### src/rtl/block_sync_lane_supervisor.sv
// Supervisor for the per-lane block sync FSMs of the 100GbE RX PCS.
// It enables the lanes and shadows their configuration. It qualifies a stable
// all-lanes-locked condition, pulses the alignment/deskew start, forces
// per-lane resync on search timeout, and keeps saturating statistics.
// Ports:
//   i_clock, i_reset_n          clock, async active-low reset
//   i_enable, i_valid           tick = i_enable & i_valid
//   i_signal_ok                 PMA signal ok; low forces IDLE
//   i_lane_lock                 block_lock from each lane FSM
//   i_cfg_*                     timer/limit/timeout/qualify configuration
//   i_clear_stats               synchronous clear of the statistics
//   o_lane_enable/o_lane_reset  per-lane control
//   o_*_limit                   config shadows seen by the lanes
//   o_all_locked, o_align_start LOCKED status and entry pulse
//   o_state                     IDLE=0 SEARCH=1 QUALIFY=2 LOCKED=3 RESYNC=4
//   o_loss_count, o_timeout_count saturating event counters
module block_sync_lane_supervisor #(
    parameter int unsigned N_LANES        = 20,
    parameter int unsigned NB_WINDOW_CNT  = 11,
    parameter int unsigned NB_INVALID_CNT = 3,
    parameter int unsigned NB_TIMEOUT     = 16,
    parameter int unsigned NB_QUAL        = 8,
    parameter int unsigned NB_STAT        = 8,
    parameter int unsigned RESYNC_CYCLES  = 4
) (
    input  logic                      i_clock,
    input  logic                      i_reset_n,
    input  logic                      i_enable,
    input  logic                      i_valid,
    input  logic                      i_signal_ok,
    input  logic [N_LANES-1:0]        i_lane_lock,
    input  logic [NB_WINDOW_CNT-1:0]  i_cfg_unlocked_limit,
    input  logic [NB_WINDOW_CNT-1:0]  i_cfg_locked_limit,
    input  logic [NB_INVALID_CNT-1:0] i_cfg_invalid_limit,
    input  logic [NB_TIMEOUT-1:0]     i_cfg_timeout,
    input  logic [NB_QUAL-1:0]        i_cfg_qual,
    input  logic                      i_clear_stats,
    output logic [N_LANES-1:0]        o_lane_enable,
    output logic [N_LANES-1:0]        o_lane_reset,
    output logic [NB_WINDOW_CNT-1:0]  o_unlocked_timer_limit,
    output logic [NB_WINDOW_CNT-1:0]  o_locked_timer_limit,
    output logic [NB_INVALID_CNT-1:0] o_sh_invalid_limit,
    output logic                      o_all_locked,
    output logic                      o_align_start,
    output logic [2:0]                o_state,
    output logic [NB_STAT-1:0]        o_loss_count,
    output logic [NB_STAT-1:0]        o_timeout_count
);

    localparam int unsigned NB_RS = $clog2(RESYNC_CYCLES) + 1;

    typedef enum logic [2:0] {
        S_IDLE    = 3'd0,
        S_SEARCH  = 3'd1,
        S_QUALIFY = 3'd2,
        S_LOCKED  = 3'd3,
        S_RESYNC  = 3'd4
    } state_t;

    state_t                 state_q, state_d;
    logic [NB_TIMEOUT-1:0]  tmo_q, tmo_d;
    logic [NB_QUAL-1:0]     qual_q, qual_d;
    logic [NB_RS-1:0]       rs_q, rs_d;
    logic [N_LANES-1:0]     snap_q, snap_d;
    logic [NB_TIMEOUT:0]    tmo_nxt;
    logic [NB_QUAL:0]       qual_nxt;
    logic [NB_RS-1:0]       rs_nxt;
    logic                   tick, all_lock, loss_inc, tmo_inc;
    logic [N_LANES-1:0]     lane_en_d, lane_rst_d;
    logic [NB_STAT-1:0]     loss_d, tmo_stat_d;

    assign tick     = i_enable & i_valid;
    assign all_lock = &i_lane_lock;
    assign tmo_nxt  = {1'b0, tmo_q} + (NB_TIMEOUT + 1)'(1);
    assign qual_nxt = {1'b0, qual_q} + (NB_QUAL + 1)'(1);
    assign rs_nxt   = rs_q + NB_RS'(1);

    // Next-state, counter and registered-output decode
    always_comb begin
        state_d  = state_q;
        tmo_d    = tmo_q;
        qual_d   = qual_q;
        rs_d     = rs_q;
        snap_d   = snap_q;
        loss_inc = 1'b0;
        tmo_inc  = 1'b0;
        if (!i_signal_ok) begin
            state_d = S_IDLE;
            tmo_d   = '0;
            qual_d  = '0;
            rs_d    = '0;
        end else if (tick) begin
            case (state_q)
                S_IDLE: begin
                    state_d = S_SEARCH;
                    tmo_d   = '0;
                end
                S_SEARCH: begin
                    // Saturate so a disabled timeout never wraps
                    tmo_d = (&tmo_q) ? tmo_q : tmo_nxt[NB_TIMEOUT-1:0];
                    if (all_lock) begin
                        state_d = S_QUALIFY;
                        qual_d  = '0;
                    end else if ((i_cfg_timeout != '0) && (tmo_nxt >= {1'b0, i_cfg_timeout})) begin
                        state_d = S_RESYNC;
                        rs_d    = '0;
                        snap_d  = i_lane_lock;
                        tmo_inc = 1'b1;
                    end
                end
                S_QUALIFY: begin
                    if (!all_lock) begin
                        state_d = S_SEARCH;
                        tmo_d   = '0;
                    end else begin
                        qual_d = qual_nxt[NB_QUAL-1:0];
                        // A zero qualify limit is met on the first tick
                        if (qual_nxt >= {1'b0, i_cfg_qual}) begin
                            state_d = S_LOCKED;
                        end
                    end
                end
                S_LOCKED: begin
                    if (!all_lock) begin
                        state_d  = S_SEARCH;
                        tmo_d    = '0;
                        loss_inc = 1'b1;
                    end
                end
                S_RESYNC: begin
                    if (rs_nxt >= NB_RS'(RESYNC_CYCLES)) begin
                        state_d = S_SEARCH;
                        tmo_d   = '0;
                        rs_d    = '0;
                    end else begin
                        rs_d = rs_nxt;
                    end
                end
                default: state_d = S_IDLE;
            endcase
        end

        lane_en_d  = (state_d == S_IDLE) ? '0 : '1;
        lane_rst_d = '0;
        if (state_d == S_IDLE) begin
            lane_rst_d = '1;
        end else if (state_d == S_RESYNC) begin
            // Only lanes that were unlocked at entry get reset
            lane_rst_d = ~snap_d;
        end

        loss_d = o_loss_count;
        if (i_clear_stats) begin
            loss_d = '0;
        end else if (loss_inc && !(&o_loss_count)) begin
            loss_d = o_loss_count + NB_STAT'(1);
        end
        tmo_stat_d = o_timeout_count;
        if (i_clear_stats) begin
            tmo_stat_d = '0;
        end else if (tmo_inc && !(&o_timeout_count)) begin
            tmo_stat_d = o_timeout_count + NB_STAT'(1);
        end
    end

    // State, counters, shadows and outputs
    always_ff @(posedge i_clock or negedge i_reset_n) begin
        if (!i_reset_n) begin
            state_q                <= S_IDLE;
            tmo_q                  <= '0;
            qual_q                 <= '0;
            rs_q                   <= '0;
            snap_q                 <= '0;
            o_lane_enable          <= '0;
            o_lane_reset           <= '0;
            o_unlocked_timer_limit <= '0;
            o_locked_timer_limit   <= '0;
            o_sh_invalid_limit     <= '0;
            o_all_locked           <= 1'b0;
            o_align_start          <= 1'b0;
            o_loss_count           <= '0;
            o_timeout_count        <= '0;
        end else begin
            state_q         <= state_d;
            tmo_q           <= tmo_d;
            qual_q          <= qual_d;
            rs_q            <= rs_d;
            snap_q          <= snap_d;
            o_lane_enable   <= lane_en_d;
            o_lane_reset    <= lane_rst_d;
            o_all_locked    <= (state_d == S_LOCKED);
            o_align_start   <= (state_q == S_QUALIFY) && (state_d == S_LOCKED);
            o_loss_count    <= loss_d;
            o_timeout_count <= tmo_stat_d;
            // Lanes only see new config while the block is idle
            if (state_q == S_IDLE) begin
                o_unlocked_timer_limit <= i_cfg_unlocked_limit;
                o_locked_timer_limit   <= i_cfg_locked_limit;
                o_sh_invalid_limit     <= i_cfg_invalid_limit;
            end
        end
    end

    assign o_state = state_q;

endmodule

### config.mk
export PLATFORM = sky130hd
export DESIGN_NAME = block_sync_lane_supervisor
export DESIGN_NICKNAME = d
export VERILOG_FILES = /design/src/rtl/block_sync_lane_supervisor.sv
export SDC_FILE = /design/constraint.sdc
export NUM_CORES = 1
export LEC_CHECK = 0
export BUFFER_PORTS_ARGS = -buffer_cell sky130_fd_sc_hd__clkbuf_2
export CAP_MARGIN = 20
export CORE_ASPECT_RATIO = 0.8
export CORE_MARGIN = 1
export CORE_UTILIZATION = 50
export CTS_CLUSTER_DIAMETER = 200
export DETAILED_ROUTE_END_ITERATION = 8
export PLACE_DENSITY_LB_ADDON = 0.25
export SYNTH_ARGS = -nofsm -noshare
export SYNTH_HDL_FRONTEND = slang
export SYNTH_SLANG_ARGS = --single-unit
### constraint.sdc
create_clock -name i_clock -period 7.4 [get_ports i_clock]
set_input_delay 0 -clock i_clock [delete_from_list [all_inputs] [get_ports i_clock]]
set_output_delay 0 -clock i_clock [all_outputs]
set_load 0.005 [all_outputs]
Yosys cells after proc, flatten, opt, wreduce, memory -nomap -nowiden

Index checks and enable logic that the tools add are counted.

Flip-flop bits (word level): 133
Bits of input ports: 75
Output and inout port bits: 86
Word-level logic and storage cells: 107

Add/subtract/negate cells: 5
$lt $le $gt $ge: 3
Equality and inequality tests: 17
Muxes and demuxes: 47
Bitwise gates (word level): 2
Reductions and logical operators: 19

Operator list:

| kind                                                   | number |
|---|---|
| 2-to-1 mux 20 bit                                      | 8 |
| 2-to-1 mux 16 bit                                      | 5 |
| 2-to-1 mux 8 bit                                       | 8 |
| one-hot mux 16 bit (4 select lines)                    | 1 |
| 2-to-1 mux 3 bit                                       | 13 |
| inequality test 3 bit (second input constant)          | 7 |
| inverter 20 bit                                        | 1 |
| AND reduction 20 bit                                   | 1 |
| adder 16 x 1 -> 17 bit (second input constant)         | 1 |
| greater-or-equal comparator 17 x 16 -> 1 bit           | 1 |
| adder 8 x 1 -> 8 bit (second input constant)           | 2 |
| one-hot mux 8 bit (2 select lines)                     | 1 |
| AND reduction 16 bit                                   | 1 |
| AND reduction 8 bit                                    | 2 |
| nonzero test 16 bit                                    | 1 |
| one-hot mux 3 bit (5 select lines)                     | 1 |
| adder 8 x 1 -> 9 bit (second input constant)           | 1 |
| == test 3 x 2 -> 1 bit (second input constant)         | 3 |
| greater-or-equal comparator 9 x 8 -> 1 bit             | 1 |
| 2-to-1 mux 1 bit                                       | 9 |
| AND reduction 4 bit                                    | 2 |
| == test 3 bit (second input constant)                  | 2 |
| zero test 3 bit                                        | 2 |
| inequality test 3 x 1 -> 1 bit (second input constant) | 2 |
| 12 further kinds                                       | 17 |

Logic depth before layout (Yosys ltp)

Gate-level depths: netlist of the first run.

Depth in word-level cells: 11
Depth in mapped cells: 16
Gate-level depth less buffers: 14

Worst setup path after synthesis of the first run

OpenSTA, ideal clock, no wires.

Path kind: register to register
Start: reg tmo_q[2]
End: reg snap_q[10]
Library setup time: 0.125 ns
Data arrival time: 3.259 ns
Data required time: 7.275 ns
Path slack: 4.017 ns
Cell stages (with the launch flop): 15
Path buffers: 1
Period minus slack after synthesis: 3.383 ns
Cell sequence: dfrtp_1 nand3_1 nor2_1 nand4_1 inv_1 and3_1 xor2_1 ha_1 nand3_1 nor2_1 a311oi_1 nand4_1 o211ai_1 buf_2 mux2_2

Word-level cells in the longest chain between the ends: 8

Ends and longest elaborated chain:

| element                                      | RTL line | source |
|---|---|---|
| start, declared                              | 61       | `logic [NB_TIMEOUT-1:0] tmo_q, tmo_d;` |
| start signal, assigned                       | 185      | `tmo_q <= tmo_d;` |
| adder 16 x 1 -> 17 bit                       | 74       | `assign tmo_nxt = {1'b0, tmo_q} + (NB_TIMEOUT + 1)'(1);` |
| greater-or-equal comparator 17 x 16 -> 1 bit | 104      | `end else if ((i_cfg_timeout != '0) && (tmo_nxt >= {1'b0, i_cfg_timeout})) begin` |
| logical AND 1 bit                            | 104      |  |
| 2-to-1 mux 20 bit                            | 104      |  |
| 2-to-1 mux 20 bit                            | 101      | `if (all_lock) begin` |
| 2-to-1 mux 20 bit                            | 93       | `case (state_q)` |
| 2-to-1 mux 20 bit                            | 92       | `end else if (tick) begin` |
| 2-to-1 mux 20 bit                            | 87       | `if (!i_signal_ok) begin` |
| net snap_d[10]                               | 64       | `logic [N_LANES-1:0] snap_q, snap_d;` |
| end signal, assigned                         | 188      | `snap_q <= snap_d;` |
| end, declared                                | 64       |  |

The timed path passes the listed nets, and every way through them passes these cells.
A chain may end at the register's enable or synchronous reset.

Worst setup path after layout of the first run

Start: reg tmo_q[2]
End: reg o_timeout_count[0]

Word-level cells in the longest chain between the ends: 10

Ends and longest elaborated chain:

| element                                      | RTL line | source |
|---|---|---|
| adder 16 x 1 -> 17 bit                       | 74       |  |
| greater-or-equal comparator 17 x 16 -> 1 bit | 104      |  |
| logical AND 1 bit                            | 104      |  |
| 2-to-1 mux 1 bit                             | 104      |  |
| 2-to-1 mux 1 bit                             | 101      |  |
| 2-to-1 mux 1 bit                             | 93       |  |
| 2-to-1 mux 1 bit                             | 92       |  |
| 2-to-1 mux 1 bit                             | 87       |  |
| logical AND 1 bit                            | 161      | `end else if (tmo_inc && !(&o_timeout_count)) begin` |
| nonzero test 2 bit (no line)                 | --       |  |
| end signal, assigned                         | 194      | `o_timeout_count <= tmo_stat_d;` |
| end, declared                                | 47       | `output logic [NB_STAT-1:0] o_timeout_count` |

No other way between the ends.

==> results by stage, run 1 <==
Run status:
- The run finished with clean final reports.

Synthesis:
- The fraction of the mapped netlist area in compound gates is 16.4%.
- After synthesis, the cell types taking the most area are dfrtp_1, mux2_2, ha_1.
- Of all flip-flops after synthesis, the portion carrying an async set or reset was 100%.
- In the synthesized netlist, the number of instances is slightly below 600.
- The number of register bits inferred by synthesis is 114.
- After Yosys synthesis, XOR and XNOR cells account for 4.07% of the synthesized area.
- Of the total synthesized cell area, the portion taken by full adders, half adders and majority gates is 5.82%.
- The summed instance area of the synthesized netlist is 6240 um2.
- In the synthesized netlist the dominant register cell turns out to be dfrtp_1.
- The share of synthesized area spent on multiplexers is 8.96%.
- In this run the mean area of a mapped cell was 10.7 um2.
- The proportion of synthesized chip area in sequential cells is a little under half.
- The largest area contributor in the netlist is dfrtp_1.
- The number of nets in the synthesized netlist is 686.
- The post-synthesis cell type count is 59.
- The basic-gate share of the synthesized area counting and, or, nand and nor cells is roughly an eighth.
- During synthesis, Yosys emitted a total of 0 warnings.
- The fraction of post-synthesis cell area in the top cell type by area is 45.7%.
- The dominant combinational cell family by area after synthesis is compound AO/OA/AOI/OAI gates.
- In this run, synthesis inferred 0 flip-flops with an integrated enable.

STA:
- For the pin with the worst max-slew slack, the measured transition is ~910 ps.
- The hold violation count in the final report is 0.
- For this run, the top clock speed supported by timing is 256 MHz.
- The time the final worst path needs with I/O delays and setup is 3910 ps.
- The max-slew violation count is 0.
- The worst slew margin relative to its limit is 39.4%.
- The setup skew after layout is 6.19 ps.
- Setup repair after global routing left no endpoint under its margin.
- Of the available clock period, the critical path in the final layout requires 52.8%.
- The sum of negative setup slack is 0 ps.
- Setup violations remaining at the end of the flow were counted as 0.
- The smallest hold slack is 30.7 ps.

Critical path:
- Among all stages on the critical path, the largest delay is contributed by dfrtp_1.
- STA classifies the critical path startpoint as a flop.
- The critical path contains buffers and inverters numbering 2 combined.
- The type of the worst setup path is flop to flop.
- Traced cell by cell, the critical path runs through nand3_1 > nor2_1 > nand4_1 > inv_1 > and3_1 > xor2_1 > ha_1 > nand3_1 > nor2_1 > a311oi_1 > nand4_1 > o211ai_1 > buf_4 > a31oi_1 > mux2_1.
- The signal arrival time at the worst endpoint is 4200 ps.
- In this run the worst path has a maximum fanout of 23.
- Setup slack on the worst reg-to-reg path comes out at 3490 ps.
- The critical path's largest stage delay is 420 ps.
- The worst setup path is captured at a flop.
- For the worst setup path, the data required time is 7700 ps.
- The cell family contributing the most delay on the critical path is simple AND/OR/NAND/NOR gates.

Clock network:
- The H-tree generated during clock tree synthesis spans 4 levels.
- The clock latency on the worst-skew pair is between 400 and 500 ps.
- Buffers added to address setup during post-CTS repair amount to 0.
- TritonCTS built the clock tree.
- The clock tree root driver cell is clkbuf_16.
- The deepest clock path buffer count is 2.
- The clock-pin slew reported for the worst setup and hold paths after clock tree synthesis is 60 ps.
- Clock tree synthesis found a total of 114 sinks.
- In this run, CTS created clock tree buffers numbering 17.

Finish:
- After filler insertion, the fill cell instance count of the layout stands at between 900 and 1,000.
- In the final layout, the multi-input gates occupy between 2000 and 3000 um2.
- The net count reported at finish is 872.
- The leading cell type in the layout, fill and taps excluded is clkbuf_2.
- The diode insertion count for antenna repair is 0.
- From synthesis to final layout, the design area changed by 29.5%.
- The final cell count without fillers is between 900 and 1,000.
- Summing all flip-flop and latch instances after layout gives 2850 um2.
- In the layout the commonest cells are clkbuf_2, dfrtp_1, dlygate4sd3_1, mux2_2, inv_1.
- The share of final-layout standard cells stronger than drive strength 1 is a little over a third.

Routing:
- The number of remaining DRC errors is 0.
- After detailed routing, the average wire length per cell comes to 16.4 um.
- The detailed router finished its first iteration with around 280 violations.
- The aggregate routed wire length is 15.3 mm.
- The via count normalized by instance count is 5.47.
- The detailed-router iteration count before antenna repair is 4.
- In this run the remaining antenna-violating nets after routing total 0.
- The routed layout has 5,100 vias.

Floorplan:
- The die extent in x is 127 um.
- The placeable core area is 12,200 um2.
- For this design the top-level I/O count stands at ~160.
- The starting density of the core is 51.3%.
- The die covers between 10,000 and 15,000 um2.
- The number of placement rows is 36.
- The overall die height is 102 um.

GRT:
- The number of antenna violations at the first check in global routing was 0.
- Entering global routing, the biggest net connects 70 pins.
- The total track usage is 24.7%.
- The via count of the first global-routing pass came to 4,979.
- Summed over all layers, the global routing overflow is 0.
- The first global-routing pass estimated 24.9 mm of wire.

Placement:
- The total of buffers placed on input and output ports is 160.
- The detailed-placement wirelength estimate is 10.1 mm.
- At the end of routability-driven placement, the weighted congestion stood at 0.916.
- The number of instances in the placed design is 853.

Flow run:
- Max-cap violations in this run came to 0.

Pwr:
- Summed over all cells, the static leakage comes to ~4 nW.
- The largest voltage drop on the vdd net is about 0.00016 V.
- The power per unit of standard cell area is 207 nW/um2.

Worst hold path:
- The min-delay analysis places its worst path in the category input port to flop.
-- layout make-up --
| type | count | share of cell area, % |
|---|---|---|
| multi-input cells | 388 | 37.0 |
| flip-flops and latches | 114 | 35.3 |
| repair buffers | 214 | 16.5 |
| clock buffers | 20 | 5.65 |
| well taps | 152 | 2.35 |
| clock inverters | 12 | 1.63 |
| inverters | 33 | 1.53 |
-- final timing paths --
check,cells past startpoint,from,endpoint
worst min register to register,1,snap_q[18],o_lane_reset[18]
worst min-delay path,2,i_clear_stats,o_timeout_count[4]
max in group asynchronous,3,i_reset_n,o_timeout_count[5]
min in group asynchronous,2,i_reset_n,o_loss_count[4]
worst max register to register,15,tmo_q[2],o_timeout_count[0]
worst max-delay path,15,tmo_q[2],o_timeout_count[0]
-- report_power, final --
| group | leakage [nW] | internal, mW | total, mW | switching, mW |
|---|---|---|---|---|
| logic | 2.27 | 0.0982 | 0.188 | 0.0902 |
| clock network | 0.279 | 0.513 | 0.810 | 0.297 |
| registers | 1.45 | 0.655 | 0.673 | 0.0180 |
| total | 4.00 | 1.27 | 1.67 | 0.405 |
-- per-stage QoR --
stage / cell area (um2) / total power [mW] / worst slack, ps / util (%)
after floorplan: 6240 / 0.773 / 4020 / -
after global placement: 7010 / 0.846 / 3750 / 57.6
after detailed placement: 7010 / 0.851 / 3530 / 57.6
after CTS: 8070 / 1.69 / 3490 / 66.3
after global routing: 8080 / 1.74 / 3150 / 66.5
final: 8080 / 1.67 / 3490 / 66.5
-- cells in the mapped netlist (4+ instances only) --
cell type	number
o21a_1	21
a211oi_2	20
nand2_1	27
clkbuf_1	15
inv_1	33
nand4_1	16
o21ai_0	29
mux2_2	46
buf_2	10
ha_1	29
nor4_1	4
nor3_1	5
nor2_1	32
xor2_1	16
a31oi_1	4
a22o_1	9
nor2b_1	5
o31ai_1	8
a21oi_1	19
dfrtp_1	114
nand2b_1	6
xnor2_1	13
nand3_1	18
or4_1	4
and3_1	9
buf_4	19
-- cells by family (layout without fill, tap and decap cells) --
family / Yosys count / count (layout)
AO/OA/AOI/OAI: 135 / 135
XOR/XNOR: 29 / 29
adder cells (fa/ha/maj): 29 / 29
buffers and inverters: 80 / 279
flip-flops: 114 / 114
multiplexers: 50 / 50
AND/OR/NAND/NOR: 145 / 145
-- sequential cells by signal (all words and copies together), names as in the netlist --
signal,flops
o_align_start,1
o_all_locked,1
o_lane_enable,1
o_lane_reset,20
o_locked_timer_limit,11
o_loss_count,8
o_sh_invalid_limit,3
o_state,3
o_timeout_count,8
o_unlocked_timer_limit,11
qual_q,8
rs_q,3
snap_q,20
tmo_q,16
-- routing by layer --
metal	up-vias	GRT usage (%)	routed length, um
met1	2471	33.4	7240
met4	0	8.15	155
li1	2459	-	-
met3	14	5.60	744
met2	156	39.8	7170
met5	-	0	0
-- what timing repair did --
action                    4_1_cts  5_1_grt
hold buffers                   47        0
hold endpoints to repair      114        0
gates resized for setup         0        0
Power figures use the tool's default switching activity.
==> run 2: changes to the inputs <==
--- a/config.mk
+++ b/config.mk
@@ -5,6 +5,7 @@
 export SDC_FILE = /design/constraint.sdc
 export NUM_CORES = 1
 export LEC_CHECK = 0
+export ABC_AREA = 1
 export BUFFER_PORTS_ARGS = -buffer_cell sky130_fd_sc_hd__clkbuf_2
 export CAP_MARGIN = 20
 export CORE_ASPECT_RATIO = 0.8
==> constraint.sdc (replaced) <==
create_clock -name i_clock -period 4 [get_ports i_clock]
set_input_delay 0 -clock i_clock [delete_from_list [all_inputs] [get_ports i_clock]]
set_output_delay 0 -clock i_clock [all_outputs]
set_load 0.005 [all_outputs]
==> run 2 against run 1 <==
- via count grew 7.1%
- flip-flop and latch count is the same
- area after synthesis is essentially flat
- cell count grew 21%
- non-clock buffer count shrank 2
- clock-buffer cell count grew 3
- critical path type unchanged
- critical endpoint is now o_lane_reset[11]
- highest routed layer unchanged
==> results by stage, run 2 <==
STA:
- The max-slew violation count is 0.
- The hold violation count in the final report is 0.
- Setup repair after global routing left no endpoint under its margin.
- For the finished layout, the period the worst path requires is between 3000 and 4000 ps.
- The transition time of the tightest slew-check pin is about 960 ps.
- The total of endpoints with negative setup slack in the final report is 0.
- In the final timing run, aggregate negative setup slack is 0 ps.
- The timing-limited maximum frequency is 293 MHz.
- In this run the tightest slew margin relative to its limit is a little over a third.
- The post-route fraction of the period consumed by the critical path is 85.3%.
- The setup skew after layout is about 13 ps.

Clock network:
- The number of sinks driven by the clock tree is 114.
- TritonCTS built the clock tree.
- The number of clock buffers added by TritonCTS is 17.
- The clock tree root driver cell is clkbuf_16.
- After clock tree synthesis, the clock-pin slew on the worst setup and hold paths is ~50 ps.
- The clock tree synthesis step divided the H-tree into 4 levels.
- The post-CTS setup buffer count is 0.
- The clock passes through at most 2 buffers.
- Clock latency on the worst-skew pair, taken at its later pin, is 410 ps.
- In this run, post-CTS hold repair placed 47 buffers.
- The number of gates given a new drive strength after cts is 0.

GRT:
- Summed over all layers, the global routing overflow is 0.
- The number of antenna violations at the first check in global routing is 0.
- The wire length of the first global-routing pass is 24.4 mm.
- The total track usage is 24.3%.
- The via count of the first global-routing pass came to approximately 5,200.
- Entering global routing, the biggest net connects 53 pins.

Synthesis:
- The synthesized area per cell is 8.11 um2.
- The number of nets handed over by synthesis was 873.
- The largest area contributor in the netlist is dfrtp_1.
- Counting flops with a built-in enable in the synthesized netlist gives 0.
- Counting flops with an async set or reset pin after synthesis yields a share of 100%.
- Summed over its instances, the top area cell type makes up 45.7% of the synthesized netlist area.
- The commonest cells after synthesis are nand2_1, inv_1, dfrtp_1, nor2_1, nand3_1.
- The summed instance area of the synthesized netlist is approximately 6200 um2.
- The number of register bits inferred by synthesis is around 110.
- The most used flip-flop cell after synthesis is dfrtp_1.
- Synthesis produced a netlist whose cell count is between 700 and 800.
- The most common cell in the synthesized netlist is nand2_1.
- For this run, the number of Yosys warnings is 0.
- Counting distinct cell types in the post-synthesis netlist gives 33.
- By area the synthesized netlist is led by dfrtp_1, nand2_1, inv_1.
- The proportion of synthesized chip area in sequential cells is 45.7%.

Floorplan:
- The starting density of the core is approximately half.
- The floorplan step set the die width to around 130 um.
- The number of placement rows is 36.
- The overall die height is 102 um.
- The placeable core area is 12,200 um2.
- The area of the die is between 10,000 and 15,000 um2.
- The number of I/O pins is ~160.

Placement:
- Summed over all nets, the half-perimeter wirelength after detailed placement is 9.75 mm.
- The number of instances in the placed design is 1,050.
- The routability congestion estimate is between 0.8 and 0.9.
- The total of buffers placed on input and output ports is 160.

Pwr:
- The total power is just over 3 mW.
- Net switching is 23.8% of the power.
- The analysis attributes to net switching a power of 716 uW.
- The worst-case IR drop observed on VDD is 0.000289 V.
- The analysis attributes to cell leakage a power of ~4.5 nW.
- The proportion of power drawn by flip-flops and latches is 40.8%.
- The power per unit of standard cell area is 372 nW/um2.
- The design internal power is 2.30 mW.
- The share of power burned in the clock network is 49.0%.
- The combinational share of power is 10.2%.

Routing:
- The violation count after the first detailed-route iteration is 239.
- In this run the remaining antenna-violating nets after routing total 0.
- For this run, design rule violations remaining after detail routing come to 0.
- In the final routed layout, each cell accounts on average for 13.3 um.
- For this block, the routed nets add up to 15.0 mm of wire.
- Summing over every cut layer, the via total after detailed routing is 5,464.
- The via count normalized by instance count is between 4 and 5.
- The detailed-router iteration count before antenna repair is 5.

Critical path:
- The required time at the worst-slack endpoint is 4280 ps.
- The endpoint class of the critical path is a flop.
- The critical path's largest stage delay is 420 ps.
- For the worst setup path, the data arrival time is 3690 ps.
- The type of the worst setup path is flop to flop.
- The maximum net fanout on the critical path is 20.
- The signal on the critical path passes through nand3_1 > nor2_1 > nand3_1 > nor2_1 > nand2_1 > nor3_1 > xor2_1 > inv_1 > ha_1 > nand3_1 > a21oi_1 > nor2_1 > nand3_2 > nand2_1 > inv_1 > nand3_2 > nand2_1 > nand2_1 > nor2_1 > nor2_1.
- The launching element type of the critical path is a flop.
- Measured in cells, the most critical reg-to-reg path has a length of 20.
- The master of the slowest instance on the critical path is dfrtp_1.
- By instance count, the cell type seen most on the critical path is nor2_1.

Run status:
- The flow ran to the end, and the final reports show no timing, DRC or antenna violations.

Finish:
- The largest registers in the layout are o_lane_reset (20), snap_q (20), tmo_q (16).
- The net count reported at finish is 1,069.
- The final cell count without fillers is 1,130.
- The library cell used most frequently in the layout, excluding fill and tap cells, is nand2_1.
- The final design utilization is between 60% and 70%.
- From synthesis to final layout, the design area changed by 29.9%.
- Of the cells placed in the final design, the portion with a size suffix greater than 1 is roughly a quarter.
- Leaving out fill and tap cells, the most frequent cells in the layout are nand2_1, inv_1, clkbuf_2, dfrtp_1, nor2_1.

Worst hold path:
- The number of cells on the worst hold path is 6.
- The class of the most critical hold timing path is input port to flop.

Flow run:
- The count of max-cap constraint violations is 0.
[run 2: cell families after synthesis]
kind of cell	share of synthesized area [%]
buffers and inverters	13.7
XOR/XNOR	2.67
flip-flops	45.7
AND/OR/NAND/NOR	22.3
multiplexers	4.51
AO/OA/AOI/OAI	5.26
adder cells (fa/ha/maj)	5.82
[run 2: per-layer routing]
metal  vias up  GRT usage, %  wire (um)
met5         -             0          0
met4         0          11.8        357
met3        34          4.97        606
met2       149          40.0       7320
met1      2534          31.2       6760
li1       2747             -          -
[run 2: metrics by stage]
stage	setup slack [ps]	cell area, um2	hold slack [ps]
6_report	588	8100	71.4
3_3_place_gp	806	7020	86.8
4_1_cts	595	8070	73.1
3_5_place_dp	638	7020	84.4
2_1_floorplan	1340	6240	-296
5_1_grt	214	8100	131
[run 2: power groups by stage]
stage / combinational (mW) / clock, mW / sequential, mW
2_1_floorplan: 0.129 / 0 / 1.25
3_5_place_dp: 0.258 / 0 / 1.25
4_1_cts: 0.298 / 1.48 / 1.23
5_1_grt: 0.343 / 1.54 / 1.23
3_3_place_gp: 0.255 / 0 / 1.24
6_report: 0.307 / 1.48 / 1.23
[run 2: final timing paths]
kind / from / to / slack [ps]
min reg2reg: o_unlocked_timer_limit[6] / o_unlocked_timer_limit[6] / 500
max reg2reg: tmo_q[0] / o_lane_reset[11] / 590
min in group asynchronous: i_reset_n / o_locked_timer_limit[10] / 170
max: tmo_q[0] / o_lane_reset[11] / 590
min: i_valid / o_state[2] / 70
max in group asynchronous: i_reset_n / tmo_q[12] / 2850
[run 2: worst max-delay path, delay by kind of cell (launching register included)]
kind,cells,cell delay (ps)
simple gates,15,2060
flops,1,420
fa+ha+maj,1,310
xor+xnor,1,200
buf+inv,2,160
compound gates,1,140
[run 2: final cells by class]
cell class,count,area [um2]
Fill cell,972,4060
Sequential cell,114,2850
Multi-Input combinational cell,457,2530
Timing Repair Buffer,212,1330
Inverter,163,612
Clock buffer,23,508
Tap cell,152,190
Clock inverter,8,76.3
Antenna cell,1,2.50
